<file path="src/rtl/jtag_types_pkg.sv">
// ----------------------------------------------------------------------------
// jtag_types_pkg
// Shared JTAG debug types: DR field encodings, AHB access-port state and
// AHB-Lite constants.
// Revision: 1.0
// ----------------------------------------------------------------------------
`default_nettype none

package jtag_types_pkg;

  // Register select carried in the AP scan word
  typedef enum logic {
    REGSEL_ADDRESS = 1'b0,
    REGSEL_DATA    = 1'b1
  } regselect_t;

  // Transfer size, also the low two bits of HSIZE
  typedef enum logic [1:0] {
    HSIZE_BYTE     = 2'b00,
    HSIZE_HALFWORD = 2'b01,
    HSIZE_WORD     = 2'b10
  } hsize_t;

  // Direction bit of the AP scan word
  typedef enum logic {
    RW_READ  = 1'b0,
    RW_WRITE = 1'b1
  } r_w_t;

  // AHB access-port sequencer states
  typedef enum logic [1:0] {
    AP_IDLE    = 2'b00,
    AP_ADDR_PH = 2'b01,
    AP_DATA_PH = 2'b10,
    AP_RESP    = 2'b11
  } ap_state_t;

  // Only single transfers are issued, so IDLE and NONSEQ suffice
  typedef enum logic [1:0] {
    HTRANS_IDLE   = 2'b00,
    HTRANS_NONSEQ = 2'b10
  } htrans_t;

  localparam logic [2:0] HBURST_SINGLE = 3'b000;
  localparam logic [3:0] HPROT_DEFAULT = 4'b0011;

  // Address stride for a given transfer size: 1, 2 or 4 bytes
  function automatic logic [31:0] size_incr(input logic [1:0] size);
    return 32'd1 << size;
  endfunction

endpackage

`default_nettype wire

</file>
<file path="src/rtl/jtag_ap_lane_mux.sv">
// ----------------------------------------------------------------------------
// jtag_ap_lane_mux
// Combinational byte-lane helper for the AHB access port: write-data lane
// replication, read-data lane extraction and alignment check.
// Revision: 1.0
// ----------------------------------------------------------------------------
`default_nettype none

module jtag_ap_lane_mux
  import jtag_types_pkg::*;
(
  input  logic [1:0]  wr_size,
  input  logic [31:0] wr_data,
  output logic [31:0] wr_lanes,
  input  logic [1:0]  chk_size,
  input  logic [1:0]  chk_addr,
  output logic        misaligned,
  input  logic [1:0]  rd_size,
  input  logic [1:0]  rd_addr,
  input  logic [31:0] rd_bus,
  output logic [31:0] rd_data
);

  // Replicate the narrow write value onto every lane so any slave lane sees it
  always_comb begin
    wr_lanes = wr_data;
    case (wr_size)
      HSIZE_BYTE:     wr_lanes = {4{wr_data[7:0]}};
      HSIZE_HALFWORD: wr_lanes = {2{wr_data[15:0]}};
      default:        wr_lanes = wr_data;
    endcase
  end

  // Illegal size or unaligned address makes the request unserviceable
  always_comb begin
    misaligned = 1'b1;
    case (chk_size)
      HSIZE_BYTE:     misaligned = 1'b0;
      HSIZE_HALFWORD: misaligned = chk_addr[0];
      HSIZE_WORD:     misaligned = |chk_addr;
      default:        misaligned = 1'b1;
    endcase
  end

  // Pick the addressed lane out of HRDATA and zero-extend it
  always_comb begin
    rd_data = 32'd0;
    case (rd_size)
      HSIZE_BYTE: begin
        case (rd_addr)
          2'b00:   rd_data = {24'd0, rd_bus[7:0]};
          2'b01:   rd_data = {24'd0, rd_bus[15:8]};
          2'b10:   rd_data = {24'd0, rd_bus[23:16]};
          default: rd_data = {24'd0, rd_bus[31:24]};
        endcase
      end
      HSIZE_HALFWORD: rd_data = rd_addr[1] ? {16'd0, rd_bus[31:16]} : {16'd0, rd_bus[15:0]};
      HSIZE_WORD:     rd_data = rd_bus;
      default:        rd_data = 32'd0;
    endcase
  end

endmodule

`default_nettype wire

</file>
<file path="src/rtl/jtag_ahb_ap.sv">
// ----------------------------------------------------------------------------
// jtag_ahb_ap
// AHB-Lite single-transfer master driven by JTAG AP requests. Loads the AP
// address register or performs one read/write, returning data and status.
// Optional hung-slave timeout: define JTAG_AP_TIMEOUT_EN.
// Revision: 1.0
// ----------------------------------------------------------------------------
`default_nettype none

module jtag_ahb_ap
  import jtag_types_pkg::*;
#(
  parameter int unsigned TIMEOUT_CYCLES = 1024
) (
  input  logic        CLK,
  input  logic        nRST,
  input  logic        req_valid,
  output logic        req_ready,
  input  logic [31:0] req_data,
  input  logic        req_regselect,
  input  logic [1:0]  req_size,
  input  logic        req_addrinc,
  input  logic        req_rw,
  output logic        rsp_valid,
  output logic [31:0] rsp_data,
  output logic        rsp_error,
  output logic        sticky_err,
  input  logic        err_clr,
  output logic [31:0] cur_addr,
  output logic [31:0] HADDR,
  output logic [1:0]  HTRANS,
  output logic        HWRITE,
  output logic [2:0]  HSIZE,
  output logic [2:0]  HBURST,
  output logic [3:0]  HPROT,
  output logic [31:0] HWDATA,
  input  logic [31:0] HRDATA,
  input  logic        HREADY,
  input  logic        HRESP
`ifdef JTAG_AP_TIMEOUT_EN
  ,
  output logic        ap_timeout
`endif
);

  ap_state_t   state_q, state_d;
  logic [31:0] cur_addr_q, cur_addr_d;
  logic [31:0] haddr_q, haddr_d;
  logic [1:0]  htrans_q, htrans_d;
  logic        hwrite_q, hwrite_d;
  logic [1:0]  hsize_q, hsize_d;
  logic [31:0] hwdata_q, hwdata_d;
  logic        addrinc_q, addrinc_d;
  logic [31:0] rsp_data_q, rsp_data_d;
  logic        rsp_error_q, rsp_error_d;
  logic        sticky_q, sticky_d;
  logic        set_err;

  logic [31:0] req_lanes;
  logic        req_misaligned;
  logic [31:0] rd_lane;

`ifdef JTAG_AP_TIMEOUT_EN
  localparam int TO_W = $clog2(TIMEOUT_CYCLES + 1);
  localparam logic [TO_W-1:0] TO_LAST = TO_W'(TIMEOUT_CYCLES - 1);
  logic [TO_W-1:0] to_cnt_q, to_cnt_d;
  logic            timeout_q, timeout_d;
  logic            set_to;
`endif

  // Requests are checked against the current AP address; reads use the
  // address/size latched for the bus transfer in flight.
  jtag_ap_lane_mux u_lane_mux (
    .wr_size    (req_size),
    .wr_data    (req_data),
    .wr_lanes   (req_lanes),
    .chk_size   (req_size),
    .chk_addr   (cur_addr_q[1:0]),
    .misaligned (req_misaligned),
    .rd_size    (hsize_q),
    .rd_addr    (haddr_q[1:0]),
    .rd_bus     (HRDATA),
    .rd_data    (rd_lane)
  );

  // Next-state and next-output computation for the transfer sequencer
  always_comb begin
    state_d     = state_q;
    cur_addr_d  = cur_addr_q;
    haddr_d     = haddr_q;
    htrans_d    = htrans_q;
    hwrite_d    = hwrite_q;
    hsize_d     = hsize_q;
    hwdata_d    = hwdata_q;
    addrinc_d   = addrinc_q;
    rsp_data_d  = rsp_data_q;
    rsp_error_d = rsp_error_q;
    set_err     = 1'b0;

    case (state_q)
      AP_IDLE: begin
        if (req_valid) begin
          if (req_regselect == REGSEL_ADDRESS) begin
            // Address loads never touch the bus and ignore the sticky error
            cur_addr_d  = req_data;
            rsp_data_d  = 32'd0;
            rsp_error_d = 1'b0;
            state_d     = AP_RESP;
          end else if (req_misaligned || sticky_q) begin
            rsp_data_d  = 32'd0;
            rsp_error_d = 1'b1;
            set_err     = 1'b1;
            state_d     = AP_RESP;
          end else begin
            state_d   = AP_ADDR_PH;
            htrans_d  = HTRANS_NONSEQ;
            haddr_d   = cur_addr_q;
            hwrite_d  = req_rw;
            hsize_d   = req_size;
            addrinc_d = req_addrinc;
            if (req_rw == RW_WRITE) begin
              hwdata_d = req_lanes;
            end
          end
        end
      end
      AP_ADDR_PH: begin
        if (HREADY) begin
          state_d  = AP_DATA_PH;
          htrans_d = HTRANS_IDLE;
        end
      end
      AP_DATA_PH: begin
        // HREADY low with HRESP high is the first error cycle: just a wait
        if (HREADY) begin
          state_d = AP_RESP;
          if (HRESP) begin
            rsp_data_d  = 32'd0;
            rsp_error_d = 1'b1;
            set_err     = 1'b1;
          end else begin
            rsp_data_d  = hwrite_q ? 32'd0 : rd_lane;
            rsp_error_d = 1'b0;
            if (addrinc_q) begin
              cur_addr_d = cur_addr_q + size_incr(hsize_q);
            end
          end
        end
      end
      default: begin
        state_d = AP_IDLE;
      end
    endcase

`ifdef JTAG_AP_TIMEOUT_EN
    to_cnt_d = '0;
    set_to   = 1'b0;
    if ((state_q == AP_ADDR_PH || state_q == AP_DATA_PH) && !HREADY) begin
      if (to_cnt_q == TO_LAST) begin
        state_d     = AP_RESP;
        htrans_d    = HTRANS_IDLE;
        rsp_data_d  = 32'd0;
        rsp_error_d = 1'b1;
        set_err     = 1'b1;
        set_to      = 1'b1;
      end else begin
        to_cnt_d = to_cnt_q + 1'b1;
      end
    end
    timeout_d = set_to ? 1'b1 : (err_clr ? 1'b0 : timeout_q);
`endif

    // A new error beats a simultaneous clear
    sticky_d = set_err ? 1'b1 : (err_clr ? 1'b0 : sticky_q);
  end

  // State and output registers
  always_ff @(posedge CLK or negedge nRST) begin
    if (!nRST) begin
      state_q     <= AP_IDLE;
      cur_addr_q  <= 32'd0;
      haddr_q     <= 32'd0;
      htrans_q    <= HTRANS_IDLE;
      hwrite_q    <= 1'b0;
      hsize_q     <= 2'b00;
      hwdata_q    <= 32'd0;
      addrinc_q   <= 1'b0;
      rsp_data_q  <= 32'd0;
      rsp_error_q <= 1'b0;
      sticky_q    <= 1'b0;
`ifdef JTAG_AP_TIMEOUT_EN
      to_cnt_q    <= '0;
      timeout_q   <= 1'b0;
`endif
    end else begin
      state_q     <= state_d;
      cur_addr_q  <= cur_addr_d;
      haddr_q     <= haddr_d;
      htrans_q    <= htrans_d;
      hwrite_q    <= hwrite_d;
      hsize_q     <= hsize_d;
      hwdata_q    <= hwdata_d;
      addrinc_q   <= addrinc_d;
      rsp_data_q  <= rsp_data_d;
      rsp_error_q <= rsp_error_d;
      sticky_q    <= sticky_d;
`ifdef JTAG_AP_TIMEOUT_EN
      to_cnt_q    <= to_cnt_d;
      timeout_q   <= timeout_d;
`endif
    end
  end

  assign req_ready  = (state_q == AP_IDLE);
  assign rsp_valid  = (state_q == AP_RESP);
  assign rsp_data   = rsp_data_q;
  assign rsp_error  = rsp_error_q;
  assign sticky_err = sticky_q;
  assign cur_addr   = cur_addr_q;
  assign HADDR      = haddr_q;
  assign HTRANS     = htrans_q;
  assign HWRITE     = hwrite_q;
  assign HSIZE      = {1'b0, hsize_q};
  assign HBURST     = HBURST_SINGLE;
  assign HPROT      = HPROT_DEFAULT;
  assign HWDATA     = hwdata_q;
`ifdef JTAG_AP_TIMEOUT_EN
  assign ap_timeout = timeout_q;
`endif

endmodule

`default_nettype wire

</file>
<file path="config.mk">
export PLATFORM = sky130hd
export DESIGN_NAME = jtag_ahb_ap
export DESIGN_NICKNAME = d
export VERILOG_FILES = /design/src/rtl/jtag_types_pkg.sv /design/src/rtl/jtag_ap_lane_mux.sv /design/src/rtl/jtag_ahb_ap.sv
export SDC_FILE = /design/constraint.sdc
export NUM_CORES = 1
export LEC_CHECK = 0
export CAP_MARGIN = 5
export CORE_ASPECT_RATIO = 0.6
export CORE_UTILIZATION = 35
export CTS_CLUSTER_DIAMETER = 30
export CTS_CLUSTER_SIZE = 28
export DETAILED_ROUTE_END_ITERATION = 8
export HOLD_SLACK_MARGIN = 0.03
export MAX_ROUTING_LAYER = met4
export RECOVER_POWER = 50
export SLEW_MARGIN = 20
export SYNTH_ARGS = -nofsm -noshare
export SYNTH_HDL_FRONTEND = slang
export SYNTH_HIERARCHICAL = 1
export SYNTH_SLANG_ARGS = --single-unit
</file>
<file path="constraint.sdc">
create_clock -name CLK -period 5 [get_ports CLK]
set_clock_uncertainty 0.1 [all_clocks]
set_input_delay 1 -clock CLK [delete_from_list [all_inputs] [get_ports CLK]]
set_output_delay 1 -clock CLK [all_outputs]
set_load 0.03 [all_outputs]
</file>
==> impl_results.md <==
* Die area at 22200 um^2
* GR Util All Layers at 0.245
* Vias in the first global route at 6052
* Met2 Use GR at 0.281
* Static Leak at 0.00436 uW
* Grt peak-use layer: met1
* Seq/Total Area, Yosys at 0.455
* H-tree depth at 4
* Switching pwr at 3280 uW
* Clock sinks at 137
* CP endpoint kind: flop
* WL/cell at 20.7 um
* Clk pin slew, worst setup/hold paths at 0.06 ns
* Status: finished, violations left
* Reg-to-reg slack, setup at 1.83 ns
* Slew Viols, Final at 83
* Global-route wire length before repair at 38600 um
* Iteration count of the initial detailed-routing pass at 5
* Fillers at 2018
* Final Setup Violations at 0
* N_diodes at 0
* Worst Path Arrival at 3.96 ns
* Sequential Power Share at 0.295
* Failing checks: max-capacitance violations, max-slew violations
* Via Count at 6576
* Crit path kind: in -> reg
* Number of I/O pins at 220
* Count of input and output buffers at 210
* Layout cells sized above 1 at 0.132
* Antenna violations before repair at 0
* Hold_buf cts at 0
* Post-CTS Setup Bufs at 0
* Max-Slew Margin vs Limit at -0.702
* Via/cell ratio at 5.29
* VDD IR-drop max at 360 uV
* Post-Syn Instances at 770
* Effective utilization at floorplan at 0.358
* GRT overflow at 0
* Core Rows at 41
* P_int at 3920 uW
* Minimum clock period at 3.75 ns
* Total of warnings raised by yosys at 6
* Met1 Usage GRT at 0.396
* #FFs+latches synth at 137
* Clock Tree Root: clkbuf_16
* CTS Buf Count at 17
* Total core area at 21100 um^2
* Syn_area_per_cell at 9.79 um^2
* CP max FO at 33
* Final period util at 0.750
* Remaining DRCs at 0
* Place WS at 1.27 ns
* Area growth, synth to finish at 37.5%
* Net Sw Frac at 0.456
* Die width at 191 um
* DPL Wire Length at 18500 um
* Combinational share of power at 0.516
* Multi-input logic area at 3620 um^2
* RSZ-0062 raised after global routing: false
* Largest net degree at the start of global routing at 67
* Post-synthesis cell area at 7540 um^2
* Initial drt markers at 609
* Critical Path RT at 5.21 ns
* Total of max-cap violations at 2
* Placer Congestion at 0.875
* Antenna viol nets, final at 0
* P per Cell Area at 694 nW/um^2
* HP Class: reg -> reg
* Final Hold Viols at 0
* Synth Flop Type: dfrtp_1
* WL final at 25700 um
* Fmax at 0.267 GHz
* EDFF count, synth at 0
* Met3 GRT Util at 0.0666
* NumNets Final at 1034
* CTS resizes at 0
* Die height at 116 um
* Worst Max-Slew Pin Slew at 2.55 ns
* Clk buf depth at 2
* Register area at 3430 um^2
* Worst-skew pair later-pin latency at 0.42 ns
* Fraction of registers with async set/reset at 1.00
* CTS tree: done
* Clock share of power at 0.189
* Library cells used by synthesis at 65
* CP Launch Type: input pin
* Final Worst Setup Slack at 1.25 ns
* TNS Setup at 0 ns
-- worst max-delay path, cell delays in order --
cell and delay [ns]:
dlygate4sd3_1 0.53, clkbuf_1 0.38, nor3_1 0.31, nor2_1 0.12, or3_2 0.49, inv_2 0.15
nand2_2 0.48, mux2_2 0.47
-- state kept, by name (all words and copies together), names as in the netlist --
name        flops
HADDR          32
HTRANS          1
HWDATA         32
HWRITE          1
addrinc_q       1
cur_addr       32
hsize_q         2
rsp_data       32
rsp_error       1
state_q         2
sticky_err      1
-- per-layer routing --
metal | wire length [um] | share of wire
met1 | 13600 | 0.53
met4 | 273 | 0.011
met2 | 9560 | 0.37
met5 | 0 | 0
met3 | 2280 | 0.089
-- metrics by stage --
step / std cells / utilization / hold slack [ns] / cell area [um^2] / power, uW
after floorplan: 777 / - / 0.369 / 7570 / 4390
after global placement: 1210 / 0.463 / 0.360 / 9750 / 5880
after detailed placement: 1210 / 0.463 / 0.361 / 9750 / 5910
after CTS: 1242 / 0.492 / 0.385 / 10400 / 7300
after global routing: 1242 / 0.492 / 0.407 / 10400 / 7620
final: 1242 / 0.492 / 0.387 / 10400 / 7200
-- power groups by stage --
| stage | clock network (uW) | logic, uW | registers [uW] |
|---|---|---|---|
| 5_1_grt | 1440 | 3980 | 2200 |
| 3_3_place_gp | 0 | 3750 | 2130 |
| 6_report | 1360 | 3710 | 2120 |
| 3_5_place_dp | 0 | 3780 | 2130 |
| 4_1_cts | 1380 | 3800 | 2120 |
| 2_1_floorplan | 0 | 1570 | 2810 |
-- worst paths after layout --
kind | from | endpoint | depth (start not counted)
worst max-delay path | req_size[0] | HWDATA[2] | 8
worst min-delay path | HADDR[28] | HADDR[28] | 2
worst max register to register | state_q[0] | cur_addr[8] | 8
worst min register to register | HADDR[28] | HADDR[28] | 2
max in group asynchronous | nRST | HADDR[5] | 2
min in group asynchronous | nRST | HWDATA[23] | 1
-- synth_stat cells, types with 3 or more instances --
cell type	count	area share
dfrtp_1	137	0.45
mux2_2	71	0.11
nand2_1	71	0.035
o21ai_0	63	0.042
nand3_1	44	0.029
inv_1	42	0.021
a21oi_1	38	0.025
mux2i_1	31	0.041
buf_2	26	0.017
nor2_1	21	0.010
clkbuf_1	20	0.010
and2_1	19	0.016
buf_4	18	0.018
o22ai_1	18	0.015
nor3_1	13	0.0086
nand2b_1	11	0.0091
a22oi_1	10	0.010
nand4_1	10	0.0083
ha_1	8	0.013
o32ai_1	8	0.0093
a21boi_0	7	0.0070
nor4_1	7	0.0058
o21ai_1	7	0.0046
or3_1	5	0.0041
a221o_1	4	0.0053
and3_1	4	0.0033
and4_1	4	0.0046
mux2_1	4	0.0060
a31oi_1	3	0.0025
buf_6	3	0.0045
nor2b_1	3	0.0025
-- final cells by class --
class,instances,share of cell area
timing repair buffer,222,0.210
inverter,44,0.0159
tap,279,0.0337
multi-input combinational,528,0.349
clock buffer,20,0.0440
clock inverter,12,0.0167
sequential,137,0.331
-- placed cells by master, fill, tap and decap left out, drive strengths merged, types with 24 or more instances in the layout --
master,instances
clkdlybuf4s50,146
dfrtp,137
mux2,75
nand2,72
o21ai,70
dlygate4sd3,63
nand3,45
inv,43
a21oi,38
mux2i,31
clkbuf,24
-- cells by family after synthesis --
| logic type | count (synthesis) | synth area share |
|---|---|---|
| buffers and inverters | 112 | 0.0722 |
| AO/OA/AOI/OAI | 172 | 0.137 |
| flip-flops | 137 | 0.455 |
| adder cells (fa/ha/maj) | 9 | 0.0159 |
| multiplexers | 106 | 0.153 |
| AND/OR/NAND/NOR | 230 | 0.163 |
| XOR/XNOR | 2 | 0.00232 |
| other | 2 | 0.000996 |
Power figures use the tool's default switching activity.
